### config.mk
export PLATFORM = sky130hd
export DESIGN_NAME = cifar_row_loader
export DESIGN_NICKNAME = d
export VERILOG_FILES = /design/src/rtl/cnn_pkg.sv /design/src/rtl/loader_row_buf.sv /design/src/rtl/cifar_row_loader.sv
export SDC_FILE = /design/constraint.sdc
export NUM_CORES = 1
export LEC_CHECK = 0
export ABC_AREA = 1
export BUFFER_PORTS_ARGS = -buffer_cell sky130_fd_sc_hd__buf_2
export CORE_MARGIN = 2
export CORE_UTILIZATION = 60
export CTS_CLUSTER_SIZE = 20
export DETAILED_ROUTE_END_ITERATION = 12
export PLACE_DENSITY = 0.85
export REMOVE_ABC_BUFFERS = 1
export SYNTH_ARGS = -nofsm -noshare
export SYNTH_HDL_FRONTEND = slang
export SYNTH_SLANG_ARGS = --single-unit
### constraint.sdc
create_clock -name clk -period 46.8 [get_ports clk]
set_clock_uncertainty 0.2 [all_clocks]
set_input_delay 2.34 -clock clk [delete_from_list [all_inputs] [get_ports clk]]
set_output_delay 2.34 -clock clk [all_outputs]
set_load 0.01 [all_outputs]
### src/rtl/cnn_pkg.sv
// cnn_pkg: shared constants and types for the CIFAR record front end
package cnn_pkg;
  localparam int IMG_DIM = 32;
  localparam int NUM_CHAN = 3;
  localparam int PIX_PER_REC = IMG_DIM * IMG_DIM * NUM_CHAN;
  localparam int LABEL_MAX = 9;
  localparam int LABEL_W = 4;
  typedef enum logic {LABEL, PIXELS} loader_state_t;
  typedef struct packed {
    logic [4:0] row_idx;
    logic [1:0] chan;
    logic       first;
    logic       last;
  } row_tag_t;
endpackage

### src/rtl/loader_row_buf.sv
// loader_row_buf: one row of samples with its tag and a full flag
module loader_row_buf #(
  parameter int WIDTH = 9,
  parameter int IMG_DIM = 32
) (
  input  logic                     clk,
  input  logic                     rst,
  input  logic                     wr_en,
  input  logic [4:0]               wr_idx,
  input  logic [WIDTH-1:0]         wr_data,
  input  logic                     set,
  input  cnn_pkg::row_tag_t        tag_in,
  input  logic                     clr,
  output logic                     full,
  output logic [IMG_DIM*WIDTH-1:0] row,
  output cnn_pkg::row_tag_t        tag
);
  import cnn_pkg::*;
  // each accepted sample lands in its column slot
  always_ff @(posedge clk or posedge rst)
    if (rst) row <= '0;
    else if (wr_en) row[wr_idx*WIDTH +: WIDTH] <= wr_data;
  // tag latches with the final sample; full sets on fill, clears on drain
  always_ff @(posedge clk or posedge rst)
    if (rst) begin
      full <= 1'b0;
      tag  <= '0;
    end else begin
      full <= set ? 1'b1 : clr ? 1'b0 : full;
      if (set) tag <= tag_in;
    end
endmodule

### src/rtl/cifar_row_loader.sv
// cifar_row_loader: CIFAR-10 byte stream to double-buffered 32-pixel rows; PIXEL_CENTER_EN centres samples to -128..127
module cifar_row_loader #(
  parameter int WIDTH = 9,
  parameter int IMG_DIM = 32,
  parameter int NUM_CHAN = 3
) (
  input  logic                     clk,
  input  logic                     rst,
  input  logic                     s_valid,
  output logic                     s_ready,
  input  logic [7:0]               s_data,
  output logic                     m_valid,
  input  logic                     m_ready,
  output logic [IMG_DIM*WIDTH-1:0] m_row,
  output logic [4:0]               m_row_idx,
  output logic [1:0]               m_chan,
  output logic                     m_first,
  output logic                     m_last,
  output logic                     label_valid,
  output logic [3:0]               label,
  output logic                     label_err
);
  import cnn_pkg::*;
  localparam logic [4:0] LAST_IDX = 5'(IMG_DIM - 1);
  localparam logic [1:0] LAST_CH = 2'(NUM_CHAN - 1);
  loader_state_t state, state_nx;
  logic [4:0] col, row;
  logic [1:0] chan;
  logic rdy_q, wr_sel, rd_sel, acc, lbl_acc, pix_we, row_done, rec_done, m_fire;
  logic [1:0] full;
  logic [IMG_DIM*WIDTH-1:0] rows [2];
  row_tag_t tags [2];
  row_tag_t tag_in;
  logic [WIDTH-1:0] pix;
`ifdef PIXEL_CENTER_EN
  logic signed [8:0] ctr;
  assign ctr = $signed({1'b0, s_data}) - 9'sd128;
  assign pix = WIDTH'(ctr);
`else
  assign pix = WIDTH'(s_data);
`endif
  assign s_ready = rdy_q && (state == LABEL || !full[wr_sel]);
  assign acc = s_valid && s_ready;
  assign m_valid = full[rd_sel];
  assign m_fire = m_valid && m_ready;
  assign m_row = rows[rd_sel];
  assign m_row_idx = tags[rd_sel].row_idx;
  assign m_chan = tags[rd_sel].chan;
  assign m_first = tags[rd_sel].first;
  assign m_last = tags[rd_sel].last;
  // decode the accepted byte as label or pixel and find row/record ends
  always_comb begin
    lbl_acc = acc && state == LABEL;
    pix_we = acc && state == PIXELS;
    row_done = pix_we && col == LAST_IDX;
    rec_done = row_done && row == LAST_IDX && chan == LAST_CH;
    state_nx = lbl_acc ? PIXELS : rec_done ? LABEL : state;
    tag_in = '{row_idx: row, chan: chan, first: row == 5'd0 && chan == 2'd0,
               last: row == LAST_IDX && chan == LAST_CH};
  end
  // state register; s_ready stays low until the first edge after reset
  always_ff @(posedge clk or posedge rst)
    if (rst) begin
      state <= LABEL;
      rdy_q <= 1'b0;
    end else begin
      state <= state_nx;
      rdy_q <= 1'b1;
    end
  // column/row/channel position and fill/drain buffer pointers
  always_ff @(posedge clk or posedge rst)
    if (rst) begin
      col    <= '0;
      row    <= '0;
      chan   <= '0;
      wr_sel <= 1'b0;
      rd_sel <= 1'b0;
    end else begin
      if (pix_we) col <= row_done ? 5'd0 : col + 5'd1;
      if (row_done) begin
        wr_sel <= ~wr_sel;
        row    <= row == LAST_IDX ? 5'd0 : row + 5'd1;
        if (row == LAST_IDX) chan <= chan == LAST_CH ? 2'd0 : chan + 2'd1;
      end
      if (m_fire) rd_sel <= ~rd_sel;
    end
  // label capture with one-cycle valid and range-error pulses
  always_ff @(posedge clk or posedge rst)
    if (rst) begin
      label       <= '0;
      label_valid <= 1'b0;
      label_err   <= 1'b0;
    end else begin
      label       <= lbl_acc ? s_data[3:0] : label;
      label_valid <= lbl_acc;
      label_err   <= lbl_acc && s_data > 8'(LABEL_MAX);
    end
  for (genvar i = 0; i < 2; i++) begin : g_buf
    loader_row_buf #(.WIDTH(WIDTH), .IMG_DIM(IMG_DIM)) u_buf (
      .clk     (clk),
      .rst     (rst),
      .wr_en   (pix_we && wr_sel == 1'(i)),
      .wr_idx  (col),
      .wr_data (pix),
      .set     (row_done && wr_sel == 1'(i)),
      .tag_in  (tag_in),
      .clr     (m_fire && rd_sel == 1'(i)),
      .full    (full[i]),
      .row     (rows[i]),
      .tag     (tags[i])
    );
  end
endmodule

==> metrics.txt, run 1 <==
Seq cells post-synth=554; H-Tree Depth=2; Overflow after GRT=0; peak supply drop=33.4 uV; proportion of layout cells with a drive suffix above 1=12.3%; Gate Count Post-Synth=3470; Static Leakage=17.1 nW; post-cts resize count=0; Mapped Avg Cell Area=7.52 sq um; required time worst endpoint=44.26 ns; ANT cells=0; fin crit period=6.11 ns; PnR worst setup slack=40.69 ns; Sw Ratio=34.2%; dpl ws=40.94 ns; GRT Util Overall=32.7%; WS Path Type=flop to output pin; sequential power share=43.4%; FF/Latch Area=13900 sq um; CTS tree=yes; worst hold slack=0.268 ns; setup bufs post-CTS=0; nets@finish=3666; Longest Clk Path Bufs=3; crit path cell chain=inv_8, buf_4, nand2_1, nand2_1, buf_2; DRC=0; PortBufs=284; IO Count=317; Pint=883 uW; slew margin rel.=16.2%; dpl hpwl=44.3 mm; Vias=23600; RSZ-0062 raised after global routing=no; clock share of power=34.9%; Chip Height=213 microns; Least-Margin Pin Slew=1.26 ns; root buf cell=clkbuf_16; Initial Util=60.7%; initial DRC count=2682; gpl congestion=0.837; largest net degree at the start of global routing=238; most frequent cell on the critical path=nand2_1; Synth Cell Area=26100 sq um; crit path capture type=output pin; Via density=5.51; share of the synthesized area in the top cell type=53.1%; Cells after DPL=4173; register area share after synthesis=53.1%; Synth area leader=dfrtp_1; hold_buf cts=0; Synth cell types=29; Hold Path Class=flop to flop; Switch Pwr=458 uW; Final Hold Fails=0; Layout area overhead=12.6%; period utilization=13.0%; Routed Antenna Nets=0; CORE AREA=43000 sq um; Die Area=45200 sq um; worst skew pair latency=0.62 ns; fin cells=4277; first-pass iteration count of the detailed router=5; WL final=72.5 mm; area occupied by multi-input gates=10900 sq um; CTS sink cnt=554; max cap viols=0; Max Fclk=164 MHz; TNS Setup=0 ns; detailed-route wire length per cell=16.9 microns; vias in the first global route=21800; max-slew violations=0; status=completed; Critical-path top delay cell=buf_4; Comb pwr share=21.7%; clk slew on worst S/H paths=0.06 ns; CTS buffer count=56; pwr/cell area=45.7 nW/um^2; crit start category=flop; yosys warns=0; crit path max fanout=171; largest cells by area after synthesis=dfrtp_1 53%, nand2_1 28%, nand3_1 7.7%; initial antenna violation count=0; most common cell after layout, fill and taps aside=nand2_1; filler instances=3566; Cell Rows=76; Die X=213 microns; max incr delay on CP=0.92 ns; final setup vio count=0; first-pass GRT wire length=116 mm; Critical Path AT=3.57 ns; most frequent cells in the layout=1914 x nand2_1, 553 x dfrtp_1, 403 x nand3_1, 284 x buf_2, 147 x o21ai_0
[state kept, by name, indices dropped and copies added, names as in the netlist]
name              flops
chan                  2
col                   5
g_buf.u_buf.full      2
g_buf.u_buf.row     512
g_buf.u_buf.tag      18
label                 4
label_err             1
label_valid           1
rd_sel                1
rdy_q                 1
row                   5
state                 1
wr_sel                1
[layer usage]
metal  share of wire, %  wire length, microns  GRT usage [%]  vias up
li1                   -                     -              -    11200
met1                 41                 29900           46.3    11200
met2                 46                 33200           50.3     1046
met3                8.9                  6420           5.55      179
met4                4.1                  2970           13.8        0
met5                  0                     0              0        -
[critical path, delay by kind of cell (launching register included)]
| family | cells | cell delay, ns |
|---|---|---|
| buffers and inverters | 3 | 1.85 |
| flip-flops | 1 | 0.67 |
| AND/OR/NAND/NOR | 2 | 0.29 |
[layout make-up]
type                    instances  area share [%]
clock inverters                15           0.716
inverters                      72           0.971
multi-input cells            2654            37.3
flip-flops and latches        554            47.2
well taps                     585            2.49
repair buffers                308            5.50
clock buffers                  89            5.85
[final timing paths]
check                                              startpoint                                  end  slack [ns]  cells past startpoint
max                                        rd_sel$_DFFE_PP0P_                           m_row[138]       40.69                      5
min                        g_buf[0].u_buf.row[19]$_DFFE_PP0P_   g_buf[0].u_buf.row[19]$_DFFE_PP0P_        0.27                      2
max reg2reg                                col[0]$_DFFE_PP0N_  g_buf[1].u_buf.row[130]$_DFFE_PP0P_       42.37                     10
min reg2reg                g_buf[0].u_buf.row[19]$_DFFE_PP0P_   g_buf[0].u_buf.row[19]$_DFFE_PP0P_        0.27                      2
max in group asynchronous                                 rst  g_buf[1].u_buf.row[186]$_DFFE_PP0P_       41.71                      5
min in group asynchronous                                 rst  g_buf[1].u_buf.row[246]$_DFFE_PP0P_        1.66                      2
[cell families after synthesis]
group | synth area share (%)
other cells | 0.0288
fa+ha+maj | 0.384
buf+inv | 5.38
flops | 53.1
compound gates | 2.97
simple gates | 38.1
xor+xnor | 0.0336
[power groups by stage]
stage / logic (mW) / registers (mW) / clock network (mW)
2_1_floorplan: 0.184 / 0.583 / 0
3_3_place_gp: 0.282 / 0.587 / 0
3_5_place_dp: 0.288 / 0.587 / 0
4_1_cts: 0.289 / 0.581 / 0.471
5_1_grt: 0.323 / 0.589 / 0.492
6_report: 0.291 / 0.582 / 0.468
[Yosys cell counts]
cell / count
nor2_4: 6
o21ai_1: 1
dfrtp_1: 554
a21oi_1: 4
conb_1: 2
inv_2: 3
clkinv_1: 2
clkbuf_1: 97
inv_1: 67
xor2_1: 1
or2_2: 2
nand3_2: 1
o22ai_1: 1
buf_2: 57
nor2_2: 23
ha_1: 8
nand2_1: 1914
buf_4: 52
nor2_1: 81
nand2_2: 19
o21a_1: 1
buf_1: 10
nor3_1: 2
buf_6: 5
nand4_4: 1
nand4_1: 5
o21ai_0: 147
nor4_1: 1
nand3_1: 403
[stage by stage]
step                cell area (sq um)  utilization, %  total power, mW
global route                    29400            68.3             1.40
global placement                27400            63.8            0.869
CTS                             29400            68.3             1.34
detailed placement              27400            63.8            0.875
floorplan                       25100               -            0.767
finish                          29400            68.3             1.34
Note: power is estimated with default switching activity, not from simulation.
==> run 2, diff against run 1 <==
--- a/config.mk
+++ b/config.mk
@@ -8,10 +8,10 @@
 export ABC_AREA = 1
 export BUFFER_PORTS_ARGS = -buffer_cell sky130_fd_sc_hd__buf_2
 export CORE_MARGIN = 2
-export CORE_UTILIZATION = 60
+export CORE_UTILIZATION = 59
 export CTS_CLUSTER_SIZE = 20
 export DETAILED_ROUTE_END_ITERATION = 12
-export PLACE_DENSITY = 0.85
+export PLACE_DENSITY = 0.84
 export REMOVE_ABC_BUFFERS = 1
 export SYNTH_ARGS = -nofsm -noshare
 export SYNTH_HDL_FRONTEND = slang
==> constraint.sdc (replaced) <==
create_clock -name clk -period 6.1 [get_ports clk]
set_clock_uncertainty 0.2 [all_clocks]
set_input_delay 0.305 -clock clk [delete_from_list [all_inputs] [get_ports clk]]
set_output_delay 0.305 -clock clk [all_outputs]
set_load 0.01 [all_outputs]
==> run 2 against run 1 <==
Combinational power rose to 7.6 times the previous value. Largest power group unchanged. Sequential cell count unchanged. Register-to-register slack got worse by 40 ns. Global-route usage down 0.94 points. Worst hold slack got worse by 0.18 ns. Sequential share of layout area fell by 0.71 points. Largest cell class unchanged. Core utilization shrank 0.45 points. Non-clock buffer count is 6 higher. Via count shrank 0.71%.
==> metrics.txt, run 2 (synthesis results as in run 1) <==
Longest Clk Path Bufs=3; Sw Ratio=32.4%; proportion of layout cells with a drive suffix above 1=12.5%; max cap viols=0; Hold Path Class=input pin to flop; final cell utilization of the core=67.9%; Vias=23400; most common cell after layout, fill and taps aside=nand2_1; post-cts resize count=0; area occupied by multi-input gates=10900 sq um; max layer used=met4; H-Tree Depth=2; CTS tree=yes; max reg flops=512; Die Area=45900 sq um; met2 wire len=33.9 mm; detailed-route wire length per cell=17.0 microns; max-slew violations=0; RSZ-0062 raised after global routing=no; clock share of power=38.4%; initial antenna violation count=0; Via density=5.46; Least-Margin Pin Slew=1.17 ns; metal3 WL=6.86 mm; first-pass GRT wire length=118 mm; Comb pwr share=20.5%; Switch Pwr=3.51 mW; nets@finish=3673; FF/Latch Area=13900 sq um; ANT cells=0; worst hold slack=0.0870 ns; slew margin rel.=21.9%; clk slew on worst S/H paths=0.06 ns; crit start category=flop; Chip Height=214 microns; DRC=0; vias in the first global route=22100; most frequent cells in the layout=1914 x nand2_1, 553 x dfrtp_1, 403 x nand3_1, 284 x buf_2, 147 x o21ai_0; fin cells=4289; pwr/cell area=364 nW/um^2; gpl congestion=0.856; Placed Area=27500 sq um; filler instances=3670; PortBufs=284; required time worst endpoint=5.59 ns; largest net degree at the start of global routing=187; WS Path Type=flop to output pin; root buf cell=clkbuf_16; Critical path origin=rd_sel$_DFFE_PP0P_; initial DRC count=2602; Final Hold Fails=0; Pint=7.34 mW; hold_buf cts=3; first-pass iteration count of the detailed router=6; Worst R2R Setup Slack=2.08 ns; Die X=214 microns; period utilization=69.6%; Static Leakage=17.3 nW; final setup vio count=0; status=completed; crit path max fanout=88; CTS buffer count=57; Max Fclk=236 MHz; Regs by FF count=g_buf.u_buf.row x512, g_buf.u_buf.tag x18; Critical Path AT=3.74 ns; TNS Setup=0 ns; Initial Util=59.4%; CTS sink cnt=554; worst r2r path cells=10; CORE AREA=43900 sq um; Cells after DPL=4183; Setup crit end=m_row[142]; peak supply drop=265 uV; fin crit period=4.25 ns; setup bufs post-CTS=0; Overflow after GRT=0; dpl hpwl=45.1 mm; worst skew pair latency=0.61 ns; Design Area, Final=29800 sq um; Layout area overhead=14.3%; Cell Rows=77; reg2reg end=g_buf[0].u_buf.row[129]$_DFFE_PP0P_; WL final=73.0 mm; worst r2r src=col[0]$_DFFE_PP0N_; sequential power share=41.2%; crit path capture type=output pin; GRT Util Overall=31.7%; Largest Register=g_buf.u_buf.row; IO Count=317; Routed Antenna Nets=0; WL met1=30.0 mm
run 2: cell types whose count changed in the layout (fill, tap and decap cells not counted):
cell,change
clkbuf_8,-7
buf_12,+5
bufinv_16,+14
dlygate4sd3_1,+3
clkbuf_16,+2
clkbuf_1,-5
inv_6,-1
buf_4,-2
clkinv_2,-4
run 2: how the worst min path moves through the flow:
stage	startpoint	end	cells past startpoint	slack, ns
floorplan	g_buf[1].u_buf.row[189]$_DFFE_PP0P_	g_buf[1].u_buf.row[189]$_DFFE_PP0P_	2	0.24
global placement	g_buf[0].u_buf.row[65]$_DFFE_PP0P_	g_buf[0].u_buf.row[65]$_DFFE_PP0P_	2	0.25
detailed placement	g_buf[1].u_buf.row[204]$_DFFE_PP0P_	g_buf[1].u_buf.row[204]$_DFFE_PP0P_	2	0.26
CTS	s_data[3]	g_buf[1].u_buf.row[165]$_DFFE_PP0P_	4	0.06
global route	s_data[0]	g_buf[1].u_buf.row[198]$_DFFE_PP0P_	4	0.08
finish	s_data[3]	g_buf[1].u_buf.row[165]$_DFFE_PP0P_	4	0.09
run 2: layer usage:
| layer | track usage [%] | vias up |
|---|---|---|
| met5 | 0 | - |
| met1 | 43.6 | 11100 |
| li1 | - | 11200 |
| met3 | 7.38 | 143 |
| met4 | 10.5 | 0 |
| met2 | 50.2 | 1003 |
run 2: power by group through the flow:
stage	clock, mW	sequential [mW]	combinational, mW
global route	4.35	4.52	2.46
finish	4.16	4.47	2.22
floorplan	0	4.47	1.41
detailed placement	0	4.51	2.18
global placement	0	4.50	2.12
CTS	4.19	4.46	2.20
run 2: stage by stage:
step | setup WS, ns | total power [mW]
2_1_floorplan | -9.90 | 5.88
3_3_place_gp | 2.28 | 6.63
3_5_place_dp | 2.21 | 6.69
4_1_cts | 1.85 | 10.8
5_1_grt | 1.69 | 11.3
6_report | 1.85 | 10.9
run 2: cell type report:
cell class | instances | share of cell area (%)
Tap cell | 592 | 2.48
Clock buffer | 79 | 5.54
Inverter | 72 | 0.957
Sequential cell | 554 | 46.5
Timing Repair Buffer | 314 | 5.80
Multi-Input combinational cell | 2654 | 36.7
Clock inverter | 24 | 2.02
run 2: critical path: stages, from the launching register on:
cell	delay (ns)
dfrtp_4	0.89
buf_4	0.92
buf_4	0.79
nand2_1	0.15
nand2_1	0.16
buf_2	0.15
==> run 3, diff against run 2 <==
--- a/config.mk
+++ b/config.mk
@@ -5,13 +5,13 @@
 export SDC_FILE = /design/constraint.sdc
 export NUM_CORES = 1
 export LEC_CHECK = 0
-export ABC_AREA = 1
+export ABC_AREA = 0
 export BUFFER_PORTS_ARGS = -buffer_cell sky130_fd_sc_hd__buf_2
 export CORE_MARGIN = 2
-export CORE_UTILIZATION = 59
+export CORE_UTILIZATION = 53
 export CTS_CLUSTER_SIZE = 20
 export DETAILED_ROUTE_END_ITERATION = 12
-export PLACE_DENSITY = 0.84
+export PLACE_DENSITY = 0.8
 export REMOVE_ABC_BUFFERS = 1
 export SYNTH_ARGS = -nofsm -noshare
 export SYNTH_HDL_FRONTEND = slang
==> constraint.sdc (replaced) <==
create_clock -name clk -period 3.75 [get_ports clk]
set_clock_uncertainty 0.2 [all_clocks]
set_input_delay 0.1875 -clock clk [delete_from_list [all_inputs] [get_ports clk]]
set_output_delay 0.1875 -clock clk [all_outputs]
set_load 0.01 [all_outputs]
==> run 3 against run 2 <==
Final cell count shrank 31%. Global-route usage shrank 3.6 points. Synthesized cell count shrank 42%. First-iteration DRC count shrank 28%. Worst hold slack gained 0.0060 ns. Critical endpoint is now g_buf[1].u_buf.row[48]$_DFFE_PP0P_.
==> metrics.txt, run 3 <==
Critical Path AT=3.69 ns; max reg flops=512; WL final=71.0 mm; Static Leakage=14.5 nW; Largest Register=g_buf.u_buf.row; GRT Util Overall=28.2%; Mapped Avg Cell Area=12.7 sq um; worst skew pair latency=0.62 ns; fin cells=2942; Switch Pwr=6.38 mW; status=completed; fin crit period=3.42 ns; pwr/cell area=631 nW/um^2; CORE AREA=47700 sq um; Routed Antenna Nets=0; initial antenna violation count=1; largest cells by area after synthesis=dfrtp_1 54%, mux2_2 22%, o2bb2ai_1 4.4%; final setup vio count=0; H-Tree Depth=2; reg2reg end=g_buf[1].u_buf.row[48]$_DFFE_PP0P_; most common cell in the netlist=dfrtp_1; WS Path Type=flop to flop; RSZ-0062 raised after global routing=no; Max Fclk=292 MHz; Worst R2R Setup Slack=0.33 ns; yosys warns=0; peak supply drop=645 uV; Least-Margin Pin Slew=0.935 ns; share of the synthesized area in the top cell type=54.1%; IO Count=317; register area share after synthesis=54.1%; period utilization=91.3%; Hold Path Class=input pin to flop; CTS tree=yes; hold_buf cts=10; crit path cell chain=inv_1, ha_1, nand2b_1, and4b_2, o2111ai_1, o2bb2ai_1; nets@finish=2300; DRC=0; vias in the first global route=18700; max cap viols=0; Synth Flop Type=dfrtp_1; Overflow after GRT=0; Seq cells post-synth=554; Gate Count Post-Synth=2013; detailed-route wire length per cell=24.1 microns; required time worst endpoint=4.01 ns; CTS buffer count=57; worst r2r path cells=6; min-delay src=s_data[2]; PortBufs=284; Longest Clk Path Bufs=3; clk slew on worst S/H paths=0.07 ns; Synth Cell Area=25600 sq um; Sw Ratio=33.9%; Synth area leader=dfrtp_1; most frequent cells in the layout=553 x dfrtp_1, 509 x mux2_2, 284 x buf_2, 211 x o21ai_0, 128 x o2bb2ai_1; Initial Util=53.7%; Comb pwr share=29.6%; CTS sink cnt=554; clock share of power=32.6%; first-pass iteration count of the detailed router=7; Die Area=50100 sq um; slew margin rel.=37.6%; Post-synth EDFFs=0; Pint=12.4 mW; final cell utilization of the core=62.5%; max incr delay on CP=0.85 ns; Cell Rows=80; initial DRC count=1882; crit start category=flop; gpl congestion=0.835; Synth async-reset ratio=100%; Critical-path top delay cell=and4b_2; ANT cells=0; setup bufs post-CTS=0; Regs by FF count=g_buf.u_buf.row x512, g_buf.u_buf.tag x18; Vias=18300; Cells after DPL=2826; Worst Hold Depth=3; Chip Height=224 microns; Via density=6.23; dpl hpwl=47.0 mm; filler instances=3562; worst r2r src=col[1]$_DFFE_PP0N_; Post-synth top cells=554 x dfrtp_1, 509 x mux2_2, 211 x o21ai_0; Layout area overhead=16.4%; Die X=224 microns; largest net degree at the start of global routing=122; proportion of layout cells with a drive suffix above 1=43.5%; Synth cell types=66; sequential power share=37.8%; crit path max fanout=38; Final Hold Fails=0; hold endpoint=g_buf[0].u_buf.row[56]$_DFFE_PP0P_; post-cts resize count=0; first-pass GRT wire length=110 mm; root buf cell=clkbuf_16; most common cell after layout, fill and taps aside=dfrtp_1; max-slew violations=0; crit path capture type=flop
[run 3: worst max-delay path by stage]
stage / startpoint / endpoint / slack [ns] / cells past startpoint
after global placement: col[1]$_DFFE_PP0N_ / g_buf[0].u_buf.row[79]$_DFFE_PP0P_ / 0.55 / 6
final: col[1]$_DFFE_PP0N_ / g_buf[1].u_buf.row[48]$_DFFE_PP0P_ / 0.33 / 6
after floorplan: rst / chan[0]$_DFFE_PP0P_ / -12.13 / 1
after detailed placement: col[1]$_DFFE_PP0N_ / g_buf[1].u_buf.row[48]$_DFFE_PP0P_ / 0.41 / 6
after global routing: col[1]$_DFFE_PP0N_ / g_buf[1].u_buf.row[48]$_DFFE_PP0P_ / 0.15 / 6
after CTS: col[1]$_DFFE_PP0N_ / g_buf[1].u_buf.row[48]$_DFFE_PP0P_ / 0.38 / 6
[run 3: final cells by class]
| cell class | instances | area (sq um) | area share [%] |
|---|---|---|---|
| Clock inverter | 24 | 334 | 1.12 |
| Multi-Input combinational cell | 1303 | 11000 | 36.9 |
| Tap cell | 615 | 769 | 2.58 |
| Sequential cell | 554 | 13900 | 46.5 |
| Clock buffer | 82 | 1700 | 5.71 |
| Timing Repair Buffer | 356 | 2100 | 7.04 |
| Inverter | 8 | 37.5 | 0.126 |
[run 3: worst max-delay path: cells and delay by family (launching register included)]
kind                       cells  cell delay, ns
adders and majority gates      1            0.35
buffers and inverters          1            0.19
DFF                            1            0.54
and+or+nand+nor                2            1.08
AOI/OAI and AO/OA              2            0.89
[run 3: through the flow]
step	setup TNS, ns	area [sq um]	hold slack [ns]	total power [mW]	setup slack (ns)
floorplan	-7592.84	24900	0.0947	10.4	-12.13
global placement	0	27700	0.215	12.5	0.552
detailed placement	0	27700	0.236	12.7	0.414
CTS	0	29800	0.0500	18.8	0.376
global route	0	29800	0.0987	19.6	0.151
finish	0	29800	0.0929	18.8	0.326
[run 3: logic make-up (layout without fill, tap and decap cells)]
family	after synthesis	in the layout	share of synthesized area [%]
flip-flops	554	554	54.1
multiplexers	538	538	23.6
AO/OA/AOI/OAI	486	486	13.1
AND/OR/NAND/NOR	234	234	5.11
buffers and inverters	187	470	3.47
adder cells (fa/ha/maj)	8	8	0.391
XOR/XNOR	4	4	0.137
other	2	33	0.0293
[run 3: power groups by stage]
stage               clock (mW)  combinational [mW]  sequential (mW)
global route              6.44                5.96             7.21
floorplan                    0                3.28             7.14
finish                    6.13                5.57             7.12
CTS                       6.20                5.53             7.12
detailed placement           0                5.48             7.21
global placement             0                5.35             7.15
[run 3: routing by layer]
metal | vias to the layer above | wire, microns | track usage, %
met5 | - | 11 | 0
met3 | 130 | 5610 | 6.73
met1 | 9462 | 28900 | 37.5
met2 | 786 | 34400 | 45.5
met4 | 2 | 2100 | 9.53
li1 | 7941 | - | -
